--- src/rtl/rs_encoder.sv ---
// Serial RS(7,3) systematic encoder over GF(2^3), primitive polynomial x^3+x+1.
// Accepts a message in IDLE, shifts its three symbols through a 4-stage LFSR, then registers the codeword.
module rs_encoder (
  input  logic        clk,
  input  logic        reset,
  input  logic        enable,
  input  logic [8:0]  message,
  output logic [20:0] codeword,
  output logic        valid,
  output logic        busy
);

  typedef enum logic [1:0] {IDLE, SHIFT, DONE} state_t;

  state_t      state, state_nxt;
  logic [8:0]  msg_q;
  logic [1:0]  cnt;
  logic [2:0]  r3, r2, r1, r0;
  logic [2:0]  sym, fb;

  // Constant multipliers for the generator taps 2 and 3, reduced modulo x^3+x+1.
  function automatic logic [2:0] gf_mul2(input logic [2:0] x);
    return {x[1:0], 1'b0} ^ (x[2] ? 3'b011 : 3'b000);
  endfunction

  function automatic logic [2:0] gf_mul3(input logic [2:0] x);
    return gf_mul2(x) ^ x;
  endfunction

  // NOTE: every signal driven in always_comb gets a default first so no latch is inferred.
  always_comb begin
    sym = msg_q[2:0];
    case (cnt)
      2'd0:    sym = msg_q[8:6];
      2'd1:    sym = msg_q[5:3];
      default: sym = msg_q[2:0];
    endcase
    fb = sym ^ r3;
  end

  always_comb begin
    state_nxt = state;
    case (state)
      IDLE:    if (enable) state_nxt = SHIFT;
      SHIFT:   if (cnt == 2'd2) state_nxt = DONE;
      DONE:    state_nxt = IDLE;
      default: state_nxt = IDLE;
    endcase
  end

  assign busy = (state != IDLE);

  // NOTE: sequential state uses non-blocking assignments so all registers update from pre-edge values.
  always_ff @(posedge clk or negedge reset) begin
    if (!reset) state <= IDLE;
    else        state <= state_nxt;
  end

  always_ff @(posedge clk or negedge reset) begin
    if (!reset) begin
      msg_q    <= '0;
      cnt      <= '0;
      r3       <= '0;
      r2       <= '0;
      r1       <= '0;
      r0       <= '0;
      codeword <= '0;
      valid    <= 1'b0;
    end else begin
      valid <= 1'b0;
      case (state)
        IDLE: begin
          if (enable) begin
            msg_q <= message;
            cnt   <= '0;
            r3    <= '0;
            r2    <= '0;
            r1    <= '0;
            r0    <= '0;
          end
        end
        SHIFT: begin
          r3  <= r2 ^ gf_mul3(fb);
          r2  <= r1 ^ fb;
          r1  <= r0 ^ gf_mul2(fb);
          r0  <= gf_mul3(fb);
          cnt <= cnt + 2'd1;
        end
        DONE: begin
          codeword <= {msg_q, r3, r2, r1, r0};
          valid    <= 1'b1;
        end
        default: ;
      endcase
    end
  end

endmodule

--- config.mk ---
export PLATFORM = sky130hd
export DESIGN_NAME = rs_encoder
export DESIGN_NICKNAME = d
export VERILOG_FILES = /design/src/rtl/rs_encoder.sv
export SDC_FILE = /design/constraint.sdc
export NUM_CORES = 1
export LEC_CHECK = 0
export CELL_PAD_IN_SITES_DETAIL_PLACEMENT = 0
export CELL_PAD_IN_SITES_GLOBAL_PLACEMENT = 2
export CORE_ASPECT_RATIO = 2
export CORE_MARGIN = 3
export CORE_UTILIZATION = 36
export CTS_CLUSTER_DIAMETER = 60
export DETAILED_ROUTE_END_ITERATION = 8
export PLACE_DENSITY_LB_ADDON = 0.1
export SYNTH_ARGS = -nofsm -noshare
export SYNTH_HDL_FRONTEND = slang
export SYNTH_SLANG_ARGS = --single-unit
--- constraint.sdc ---
create_clock -name clk -period 2.05 [get_ports clk]
set_input_delay 0.3075 -clock clk [delete_from_list [all_inputs] [get_ports clk]]
set_output_delay 0.3075 -clock clk [all_outputs]
set_load 0.05 [all_outputs]
== Word level (Yosys, flattened, before mapping) ==
Cells that the tools add are included.
Storage, ports and cells
  bits in writable memories: 0
  memories kept: 0
  logic and storage cells: 42
  bits in registers: 47
  memory bits (read-only): 0
  bits of input ports: 12
  bits in latches: 0
  output and inout port bits: 23
Cells by class
  $mul: 0
  magnitude comparators: 0
  div/mod/pow operators: 0
  bitwise gates (word level): 6
  $add $sub $neg: 1
  mux-type cells: 13
  shift-type cells: 0
  equal/unequal tests: 6
  reductions and logical operators: 7
Operators by type and width (number)
  one-hot mux 3 bit (2 select lines): 5
  XOR 3 bit: 5
  2-to-1 mux 2 bit: 4
  one-hot mux 2 bit (2 select lines): 2
  AND reduction 2 bit: 3
  == test 2 x 1 -> 1 bit (second input constant): 2
  == test 2 bit (second input constant): 2
  logical NOT 2 bit: 2
  != test 2 bit (second input constant): 2
  nonzero test 2 bit: 2
  2-to-1 mux 3 bit: 1
  XOR 3 x 2 -> 3 bit: 1
  adder 2 x 1 -> 2 bit (second input constant): 1
  2-to-1 mux 1 bit: 1

== Depth between registers and ports, before layout ==
  depth after elaboration: 8
  mapped depth: 7
  depth with buffers taken out: 7

== Least setup slack after synthesis ==
No wires, ideal clock.
  path type: register -> register
  start point: register cnt[0]
  end point: register r0[1]
  arrival time: 1819 ps
  library setup time: 76 ps
  buffers on the path: 0
  cell stages (with the launch flop): 8
  path slack: 154 ps
  required time: 1974 ps
  period minus slack after synthesis: 1896 ps
  cells stage by stage: dfrtp_1 -> inv_1 -> ha_1 -> a22o_1 -> a21oi_2 -> xnor2_4 -> xnor3_1 -> o21ai_1
On the way
  word-level cells in the longest chain between the ends: 7
  elaborated cells on any way between the ends: 8
  those cells by class: 1 x eq/ne; 3 x mux; 3 x bitwise; 1 x reduce/logical
Ends and longest elaborated chain
  from (decl): line 17  | logic [1:0] cnt;
  from (signal assigned): line 87  | cnt <= cnt + 2'd1;
  == test 2 x 1 -> 1 bit / logical NOT 2 bit (equally long branches): line 33  | case (cnt)
  one-hot mux 3 bit (2 select lines) (*): line 33
  XOR 3 bit (*): line 38  | fb = sym ^ r3;
  2-to-1 mux 2 bit: line 23  | return {x[1:0], 1'b0} ^ (x[2] ? 3'b011 : 3'b000);
  XOR 3 x 2 -> 3 bit: line 23
  XOR 3 bit (*): line 27  | return gf_mul2(x) ^ x;
  one-hot mux 3 bit (2 select lines) (*): line 71  | case (state)
  to (signal assigned): line 86  | r0 <= gf_mul3(fb);
  to (decl): line 18  | logic [2:0] r3, r2, r1, r0;
Mark *: on every way between the ends. The rest lies on a longest branch, timed or not.
A chain may end at the register's enable or synchronous reset.

== Worst setup path in the final report ==
  start point: register cnt[0]
  end point: register r3[1]
On the way
  word-level cells in the longest chain between the ends: 8
  elaborated cells on any way between the ends: 9
  those cells by class: 1 x eq/ne; 3 x mux; 4 x bitwise; 1 x reduce/logical
Ends and longest elaborated chain
  == test 2 x 1 -> 1 bit / logical NOT 2 bit (equally long branches): line 33
  one-hot mux 3 bit (2 select lines) (*): line 33
  XOR 3 bit (*): line 38
  2-to-1 mux 2 bit: line 23
  XOR 3 x 2 -> 3 bit: line 23
  XOR 3 bit (*): line 27
  XOR 3 bit (*): line 83  | r3 <= r2 ^ gf_mul3(fb);
  one-hot mux 3 bit (2 select lines) (*): line 71
  to (signal assigned): line 83
  to (decl): line 18
Marks and branches as above.

==> flow_summary_export.csv <==
group,metric,value,unit
outcome,status,"finished clean",
clocking,cts_sinks,47,
logic_synthesis,synthTopCellsByCount,"dfrtp_1 (47), mux2_2 (30), nand2_1 (14)",
setup_path,rr_endpoint,"r3[1]$_DFFE_PN0P_",
logic_synthesis,synthTopCellsByArea,"dfrtp_1 (57%), mux2_2 (16%), xnor3_1 (6.5%)",
clocking,cts_made_buffers,5,
sta,min_period_over_period,0.9539,
detailed_routing,remaining_drc_errors,0,
clocking,clockBufferDepth,2,
detailed_routing,top_layer_used,"met4",
detailed_routing,antenna_left,0,
setup_path,required,2.27,ns
logic_synthesis,synth_top_area_cell,"dfrtp_1",
logic_synthesis,syn_area,0.002064,mm2
logic_synthesis,ys_ff_latch,47,
cells_and_area,fin_util,0.4858,
placement,dp_worst_setup_slack,-0.01560,ns
setup_path,worst-path-max-fanout,4,
clocking,clk_pin_slew_worst_paths,0.08,ns
detailed_routing,viasPerCell,4.855,
setup_path,worstSetupEndpointType,"register",
setup_path,path_class,"register to register",
global_route,grt_use_total,0.1288,
clocking,cts-htree-levels,2,
cells_and_area,drive_gt1_frac,0.2923,
setup_path,slowest_stage,"dfrtp_1",
setup_path,r2r_start,"cnt[0]$_DFFE_PN0P_",
setup_path,start_kind,"register",
detailed_routing,wl_met1,1.420,mm
global_route,grt_pass1_vias,1317,
detailed_routing,drt-wirelength-per-cell,15.38,um
setup_path,critPathMaxStageDelay,0.39,ns
logic_synthesis,synth-edff-count,0,
sta,maxSlewHeadroom,0.3600,
run,maxCapViolations,0,
die,die_x,59.55,um
global_route,overflow,0,
logic_synthesis,yosysWarningCount,0,
global_route,antenna_found_initial,0,
die,start_util,0.3776,
sta,final_hold_viol_count,0,
sta,setup_tns,0,ns
setup_path,rrSetupSlack,0.09,ns
sta,max_freq,511.4,MHz
detailed_routing,drt-total-wl,3.923,mm
placement,dpl.hpwl,3.046,mm
sta,report.final.slew_viol_count,0,
logic_synthesis,avgSynthCellArea,13.95,um2
setup_path,reg2reg_depth,7,
cells_and_area,final_nets,209,
die,coreArea,0.005468,mm2
cells_and_area,area_delta_synth_final,28.67,%
global_route,grt_max_degree,18,
logic_synthesis,mappedNetlistNets,163,
clocking,cts_tree,"yes",
sta,fin_ws,0.09452,ns
logic_synthesis,ys_types,25,
placement,place.gp.congestion,0.7134,
logic_synthesis,postSynthCellCount,148,
sta,setup_viol,0,
logic_synthesis,seq_area_frac_synth,0.5697,
sta,min_period,1.955,ns
placement,io_buffers,34,
clocking,clk-insertion-delay-late,0.29,ns
cells_and_area,fillers,507,
detailed_routing,wl_met2,2.288,mm
logic_synthesis,post-synth-top-count-cell,"dfrtp_1",
detailed_routing,wl_met3,146,um
clocking,root_buffer,"clkbuf_8",
detailed_routing,first_pass_iters,2,
sta,hold_slack,0.4516,ns
die,die_area,0.006734,mm2
die,num_rows,38,
detailed_routing,drtIter0Drc,5,
die,die_height,113.1,um
die,io_pins,35,
worst_hold_path,min_path_type,"input pin to async pin",
detailed_routing,vias,1238,
logic_synthesis,synth_flop_cell,"dfrtp_1",
sta,clock_skew,0.005474,ns
logic_synthesis,async_reset_ff_frac,1.000,
global_route,grt_pass1_wl,6.458,mm
logic_synthesis,synth.top_cell.area_share,0.5697,
setup_path,worstPathArrival,2.17,ns
setup_path,path_cells,"inv_1 > ha_2 > a22o_1 > a21oi_4 > xnor3_1 > xnor3_1 > o21ai_1",
sta,tightest_slew,0.9565,ns
cells_and_area,diodes,0,
setup_path,path_common_cell,"xnor3_1",
[cells by family (layout without fill, tap and decap cells)]
kind of cell	after synthesis	in the layout	share of synthesized area
flops	47	47	0.5697
mux	30	30	0.1636
simple gates	22	22	0.04728
compound gates	21	21	0.06001
xor+xnor	16	16	0.1242
buf+inv	9	56	0.01697
fa+ha+maj	3	3	0.01818
[placed cells by master, fill, tap and decap left out, types with 2 or more instances in the layout]
master and n:
clkbuf_8 7, a22o_1 3, a21oi_2 2, nand2_1 14
nand2b_1 2, o21ai_0 7, o21ai_1 6, clkdlybuf4s50_1 32
xnor3_1 6, buf_4 9, xnor2_2 2, ha_2 2
nor2_1 2, mux2_2 30, xnor2_1 7, dfrtp_1 47
inv_1 4
[metrics by stage]
step | std cells | area, um2
after floorplan | 148 | 2064
final | 255 | 2656
after global routing | 255 | 2656
after global placement | 243 | 2500
after CTS | 255 | 2643
after detailed placement | 243 | 2500
[sequential cells by signal, summed over array words and instances (netlist names)]
register and cells:
cnt 2, codeword 21, msg_q 9, r0 3
r1 3, r2 3, r3 3, state 2
valid 1
[metal layers]
layer / GRT usage / vias to the layer above
met2: 0.2425 / 26
met3: 0.02740 / 5
met1: 0.1309 / 607
met4: 0.04882 / 0
li1: - / 600
met5: 0 / -
[area by class of cell]
type | count | area [um2] | area share
tap | 60 | 75.07 | 0.02826
inverter | 4 | 15.01 | 0.005652
multi-input combinational | 92 | 878.3 | 0.3307
timing repair buffer | 44 | 411.6 | 0.1550
sequential | 47 | 1176 | 0.4428
clock buffer | 8 | 100.1 | 0.03768
[worst max-delay path by stage]
stage	startpoint	end	slack, ns	cells after the start
after floorplan	cnt[0]$_DFFE_PN0P_	r0[1]$_DFFE_PN0P_	0.15	7
after global placement	cnt[0]$_DFFE_PN0P_	r3[1]$_DFFE_PN0P_	0.08	7
after detailed placement	cnt[0]$_DFFE_PN0P_	r3[1]$_DFFE_PN0P_	-0.02	7
after CTS	cnt[0]$_DFFE_PN0P_	r3[1]$_DFFE_PN0P_	0.03	7
after global routing	cnt[0]$_DFFE_PN0P_	r3[0]$_DFFE_PN0P_	-0.002	8
final	cnt[0]$_DFFE_PN0P_	r3[1]$_DFFE_PN0P_	0.09	7
[worst max-delay path: cells and delay by family, from the launching register on]
family          cells  cell delay [ns]
xor+xnor            2             0.65
compound gates      3             0.54
flops               1             0.39
fa+ha+maj           1             0.22
buf+inv             1             0.09
[timing repair]
action	4_1_cts	5_1_grt
endpoints found under the setup margin	3	5
hold endpoints to repair	14	0
hold buffers	1	0
buffers inserted	3	0
resized for setup	3	4
pin swaps	2	0
Power is not shown: default switching activity piles up to over one toggle a cycle in this logic, so the estimate is an artifact.
